--- config.mk ---
export PLATFORM = sky130hd
export DESIGN_NAME = interface_rd
export DESIGN_NICKNAME = d
export VERILOG_FILES = /design/src/rtl/interface_rd.sv
export SDC_FILE = /design/constraint.sdc
export NUM_CORES = 2
export LEC_CHECK = 0
export BUFFER_PORTS_ARGS = -buffer_cell sky130_fd_sc_hd__clkbuf_2
export CAP_MARGIN = 10
export CORE_AREA = 2 2 606 608
export CTS_CLUSTER_DIAMETER = 80
export DETAILED_ROUTE_END_ITERATION = 6
export DIE_AREA = 0 0 608 610
export HOLD_SLACK_MARGIN = 0.15
export PLACE_DENSITY = 0.64
export SYNTH_ARGS = -nofsm -noshare
export SYNTH_HDL_FRONTEND = slang
export SYNTH_SLANG_ARGS = --single-unit
--- constraint.sdc ---
create_clock -name CLK -period 3.5 [get_ports CLK]
set_clock_uncertainty 0.2 [all_clocks]
set_input_delay 0.7 -clock CLK [delete_from_list [all_inputs] [get_ports CLK]]
set_output_delay 0.7 -clock CLK [all_outputs]
set_load 0.005 [all_outputs]
--- src/rtl/interface_rd.sv ---
// interface_rd: read side of the bank interface.
// Reads all 8 banks, undoes the write-side lane rotation and routes the word either to
// the HRMF datapath (registered single-cycle pulse) or to a credit-protected FWFT buffer.
module interface_rd #(
    parameter int unsigned DW         = 64,
    parameter int unsigned RD_LAT     = 2,
    parameter int unsigned FIFO_DEPTH = 4
) (
    input  logic          CLK,
    input  logic          RSTN,
    input  logic          RD_EN,
    output logic          RD_RDY,
    input  logic          SEL_EXTN,
    input  logic [2:0]    SEL_PERMR,
    input  logic [DW-1:0] D0_MEM,
    input  logic [DW-1:0] D1_MEM,
    input  logic [DW-1:0] D2_MEM,
    input  logic [DW-1:0] D3_MEM,
    input  logic [DW-1:0] D4_MEM,
    input  logic [DW-1:0] D5_MEM,
    input  logic [DW-1:0] D6_MEM,
    input  logic [DW-1:0] D7_MEM,
    output logic [DW-1:0] Q0_HRMF,
    output logic [DW-1:0] Q1_HRMF,
    output logic [DW-1:0] Q2_HRMF,
    output logic [DW-1:0] Q3_HRMF,
    output logic [DW-1:0] Q4_HRMF,
    output logic [DW-1:0] Q5_HRMF,
    output logic [DW-1:0] Q6_HRMF,
    output logic [DW-1:0] Q7_HRMF,
    output logic          VALID_HRMF,
    output logic [DW-1:0] Q0_EXTN,
    output logic [DW-1:0] Q1_EXTN,
    output logic [DW-1:0] Q2_EXTN,
    output logic [DW-1:0] Q3_EXTN,
    output logic [DW-1:0] Q4_EXTN,
    output logic [DW-1:0] Q5_EXTN,
    output logic [DW-1:0] Q6_EXTN,
    output logic [DW-1:0] Q7_EXTN,
    output logic          VALID_EXTN,
    input  logic          READY_EXTN
);

    localparam int unsigned CW = $clog2(FIFO_DEPTH + 1);
    localparam int unsigned PW = (FIFO_DEPTH > 1) ? $clog2(FIFO_DEPTH) : 1;
    localparam int unsigned WW = 8 * DW;

    typedef struct packed {
        logic       acc;
        logic       hrmf;
        logic [2:0] s;
    } tag_t;

    logic            acc;
    logic            credit_inc;
    logic            pop;
    logic            fifo_wr;
    logic [CW-1:0]   cnt;
    tag_t            dly [RD_LAT];
    tag_t            al;
    logic [DW-1:0]   d_mem [8];
    logic [DW-1:0]   derot [8];
    logic [WW-1:0]   derot_w;
    logic [DW-1:0]   q_hrmf [8];
    logic            valid_hrmf;
    logic [WW-1:0]   fifo_mem [FIFO_DEPTH];
    logic [PW-1:0]   wr_ptr;
    logic [PW-1:0]   rd_ptr;
    logic [CW-1:0]   occ;
    logic [WW-1:0]   head;

    assign d_mem[0] = D0_MEM;
    assign d_mem[1] = D1_MEM;
    assign d_mem[2] = D2_MEM;
    assign d_mem[3] = D3_MEM;
    assign d_mem[4] = D4_MEM;
    assign d_mem[5] = D5_MEM;
    assign d_mem[6] = D6_MEM;
    assign d_mem[7] = D7_MEM;

    // Credit covers in-flight EXTN reads plus buffered words, so the buffer cannot overflow.
    assign RD_RDY     = RSTN & (cnt < CW'(FIFO_DEPTH));
    assign acc        = RD_EN & RD_RDY;
    assign credit_inc = acc & ~SEL_EXTN;
    assign al         = dly[RD_LAT-1];
    assign fifo_wr    = al.acc & ~al.hrmf;
    assign VALID_EXTN = (occ != '0);
    assign pop        = VALID_EXTN & READY_EXTN;
    assign head       = fifo_mem[rd_ptr];

    // Tag delay line: request tags emerge in the cycle their bank data is valid.
    always_ff @(posedge CLK or negedge RSTN) begin
        if (!RSTN) begin
            for (int unsigned i = 0; i < RD_LAT; i++) dly[i] <= '0;
        end else begin
            dly[0].acc  <= acc;
            dly[0].hrmf <= SEL_EXTN;
            dly[0].s    <= SEL_PERMR;
            for (int unsigned i = 1; i < RD_LAT; i++) dly[i] <= dly[i-1];
        end
    end

    // De-rotation: lane i takes bank (i + s) mod 8; the 3-bit cast performs the wrap.
    always_comb begin
        derot_w = '0;
        for (int unsigned i = 0; i < 8; i++) begin
            derot[i] = d_mem[3'(i + 32'(al.s))];
            derot_w[i*DW +: DW] = derot[i];
        end
    end

    // HRMF output register: loads only on an aligned HRMF read, otherwise holds.
    always_ff @(posedge CLK or negedge RSTN) begin
        if (!RSTN) begin
            valid_hrmf <= 1'b0;
            for (int unsigned i = 0; i < 8; i++) q_hrmf[i] <= '0;
        end else begin
            valid_hrmf <= al.acc & al.hrmf;
            if (al.acc && al.hrmf) begin
                for (int unsigned i = 0; i < 8; i++) q_hrmf[i] <= derot[i];
            end
        end
    end

    // External buffer: first-word-fall-through, pointers wrap at FIFO_DEPTH.
    always_ff @(posedge CLK or negedge RSTN) begin
        if (!RSTN) begin
            wr_ptr <= '0;
            rd_ptr <= '0;
            occ    <= '0;
            for (int unsigned i = 0; i < FIFO_DEPTH; i++) fifo_mem[i] <= '0;
        end else begin
            if (fifo_wr) begin
                fifo_mem[wr_ptr] <= derot_w;
                wr_ptr <= (wr_ptr == PW'(FIFO_DEPTH - 1)) ? '0 : PW'(wr_ptr + 1'b1);
            end
            if (pop) begin
                rd_ptr <= (rd_ptr == PW'(FIFO_DEPTH - 1)) ? '0 : PW'(rd_ptr + 1'b1);
            end
            case ({fifo_wr, pop})
                2'b10:   occ <= CW'(occ + 1'b1);
                2'b01:   occ <= CW'(occ - 1'b1);
                default: occ <= occ;
            endcase
        end
    end

    // Credit counter: +1 per accepted EXTN read, -1 per pop.
    always_ff @(posedge CLK or negedge RSTN) begin
        if (!RSTN) begin
            cnt <= '0;
        end else begin
            case ({credit_inc, pop})
                2'b10:   cnt <= CW'(cnt + 1'b1);
                2'b01:   cnt <= CW'(cnt - 1'b1);
                default: cnt <= cnt;
            endcase
        end
    end

    assign VALID_HRMF = valid_hrmf;
    assign Q0_HRMF = q_hrmf[0];
    assign Q1_HRMF = q_hrmf[1];
    assign Q2_HRMF = q_hrmf[2];
    assign Q3_HRMF = q_hrmf[3];
    assign Q4_HRMF = q_hrmf[4];
    assign Q5_HRMF = q_hrmf[5];
    assign Q6_HRMF = q_hrmf[6];
    assign Q7_HRMF = q_hrmf[7];

    assign Q0_EXTN = head[0*DW +: DW];
    assign Q1_EXTN = head[1*DW +: DW];
    assign Q2_EXTN = head[2*DW +: DW];
    assign Q3_EXTN = head[3*DW +: DW];
    assign Q4_EXTN = head[4*DW +: DW];
    assign Q5_EXTN = head[5*DW +: DW];
    assign Q6_EXTN = head[6*DW +: DW];
    assign Q7_EXTN = head[7*DW +: DW];

endmodule

==> reports/results.ini <==
[run_status]
status=finished, violations left
violations=negative setup slack

[synthesis]
synth-main-ff-cell=dfrtp_1
synth_top_family_by_area=multiplexers
synth_edf_count=0
synth_seq_cells=2581
synth-simple-area-share_pct=7.71
synth.distinct_cells=33
syn_area_um2=126000
ys_warn_count=0
synth_xor_area_share_pct=0.102
synth-adder-area-share_pct=0.121
avgSynthCellArea_um2=11.6
synth_compound_area_share_pct=13.0
muxShareOfSynthArea_pct=24.5
synthCells=10900
syn_nets=11400
async_flop_share_pct=100
yosysSeqAreaShare_pct=51.3

[grt]
grt_pass1_vias=96500
antenna_found_initial=148
grt_first_pass_wirelength_um=744000
grt_use_total_pct=27.8
grt_max_degree=191
overflow=0

[die]
dieArea_um2=371000
io_pins=1547
coreArea_um2=364000
row_count=222
start_util_pct=34.6
die_w_um=608
die_y_um=610

[sta]
fin_setup_tns_ns=-34.20
worst_slew_pin_slew_ns=1.17
timing.final.ws_setup_ns=-0.173
fin_crit_sh_pct=105
drv_slew=0
rsz0062_at_grt=true
layout_min_cycle_time_ns=3.67
slew_headroom_pct=19.6
max_freq_mhz=272
finalHoldViolCount=0
setup_viol=458

[layout]
area.sequential_um2=64600
fillers=34400
final_cells=17600
multi_input_area_um2=57300
mostFrequentLayoutCells=dfrtp_1, nand2_1, o21ai_0
layout_commonest_cell=dfrtp_1
syn_to_final_growth_pct=22.1
nets=12900
drive_above_1_share_pct=30.1

[critical_path]
crit_family=buffers and inverters
cp_slowest_stage_delay_ns=0.53
startpoint=rd_ptr[0]
worst_r2r_path_depth=7
end_kind=output pin
worstPathMaxFanout=13
reg2reg_to=fifo_mem[167]
r2r_start=al[2]
critPathKind=flop to output pin
slowest_stage=mux4_2
cp.required_ns=2.60
start_kind=flop
cp.arrival_ns=2.77
crit_chain=buf_12 > buf_16 > buf_12 > buf_16 > mux4_2 > clkbuf_2
path_depth=6
path_buf_inv=5
critPathCapture=Q0_EXTN[11]
reg2reg_slack_ns=0.07

[route]
drt_iter0_drc=12200
routedWlPerCell_um=30.3
vias_per_cell=5.74
via_count=101000
ant_nets=0
firstDrtPassIters=6
drc=0
routed_wl_um=533000

[clocking]
root_buffer=clkbuf_16
clk_pin_slew_ns=0.06
clock_sinks=2581
clock_latency_ns=0.88
cts_buffers=299
cts_buffer_depth=4
htreeDepth=5
cts_tree=done

[worst_hold_path]
holdPathStages=0
hold_class=flop to flop
hp-start=dly[8]

[flow_run]
cap_violations=0

[pwr]
p_per_area_nw_per_um2=956
p_leak_uw=0.0711
peakVddDrop_mv=0.544

[placement]
dp_hpwl_um=391000
io_buffers=1546
dp.cells=16800
place_congestion=0.992

routing by layer:
layer | GRT usage [%] | wire [um] | vias up
li1 | - | - | 43000
met4 | 17.3 | 38800 | 28
met5 | 0.491 | 431 | -
met3 | 8.94 | 58700 | 1192
met2 | 38.1 | 219000 | 5369
met1 | 37.8 | 216000 | 51300
per-stage QoR:
| step | total power (uW) | util [%] | hold slack [ns] | instance area, um^2 | setup slack (ns) |
|---|---|---|---|---|---|
| CTS | 145000 | 41.9 | 0.155 | 153000 | -0.328 |
| floorplan | 79900 | - | 0.131 | 126000 | 0.530 |
| global route | 154000 | 42.2 | 0.177 | 154000 | -0.247 |
| global placement | 108000 | 38.7 | 0.135 | 141000 | 0.134 |
| detailed placement | 110000 | 38.7 | 0.136 | 141000 | 0.0957 |
| finish | 147000 | 42.2 | 0.159 | 154000 | -0.173 |
cell type report:
type	count	share of cell area (%)
clock buffer	427	5.58
multi-input combinational	7342	37.2
sequential	2581	42.0
tap	4816	3.92
timing repair buffer	2168	9.99
inverter	9	0.0252
antenna	123	0.200
clock inverter	105	1.03
logic make-up after synthesis:
| group | after synthesis |
|---|---|
| AND/OR/NAND/NOR | 2579 |
| flip-flops | 2581 |
| XOR/XNOR | 10 |
| multiplexers | 1925 |
| AO/OA/AOI/OAI | 2817 |
| buffers and inverters | 942 |
| adder cells (fa/ha/maj) | 11 |
sequential cells by signal (all words and copies together), names as in the netlist:
register	cells
Q0_HRMF	64
Q1_HRMF	64
Q2_HRMF	64
Q3_HRMF	64
Q4_HRMF	64
Q5_HRMF	64
Q6_HRMF	64
Q7_HRMF	64
VALID_HRMF	1
al	5
cnt	3
dly	5
fifo_mem	2048
occ	3
rd_ptr	2
wr_ptr	2
Yosys cell counts, drive strengths merged (9+ instances only):
library cell	instances	area, um^2
clkbuf	633	2380
mux2i	769	7720
nand2	2563	9620
buf	300	1780
mux4	896	20200
inv	9	33.8
a22o	128	1120
o31ai	640	4800
o21ai	1920	9610
dfrtp	2581	64600
mux2	260	2930
o22ai	128	801
ha	9	113
where the power goes:
part,internal (uW),switching (uW)
sequential,44900,8770
combinational,26900,33700
clock,19200,13500
total,91000,56000
repair_timing:
item	in CTS	in global routing
hold buffers	13	0
pin swaps	0	0
resized for setup	77	142
setup buffers	33	12
endpoints found under the setup margin	505	510
endpoints found under the hold margin	653	0
cloned	22	17
worst min path at each step:
stage,endpoint
floorplan,al[0]
global placement,al[3]
detailed placement,al[3]
CTS,Q2_HRMF[44]
global route,al[3]
finish,al[3]
Note: power is estimated with default switching activity, not from simulation.
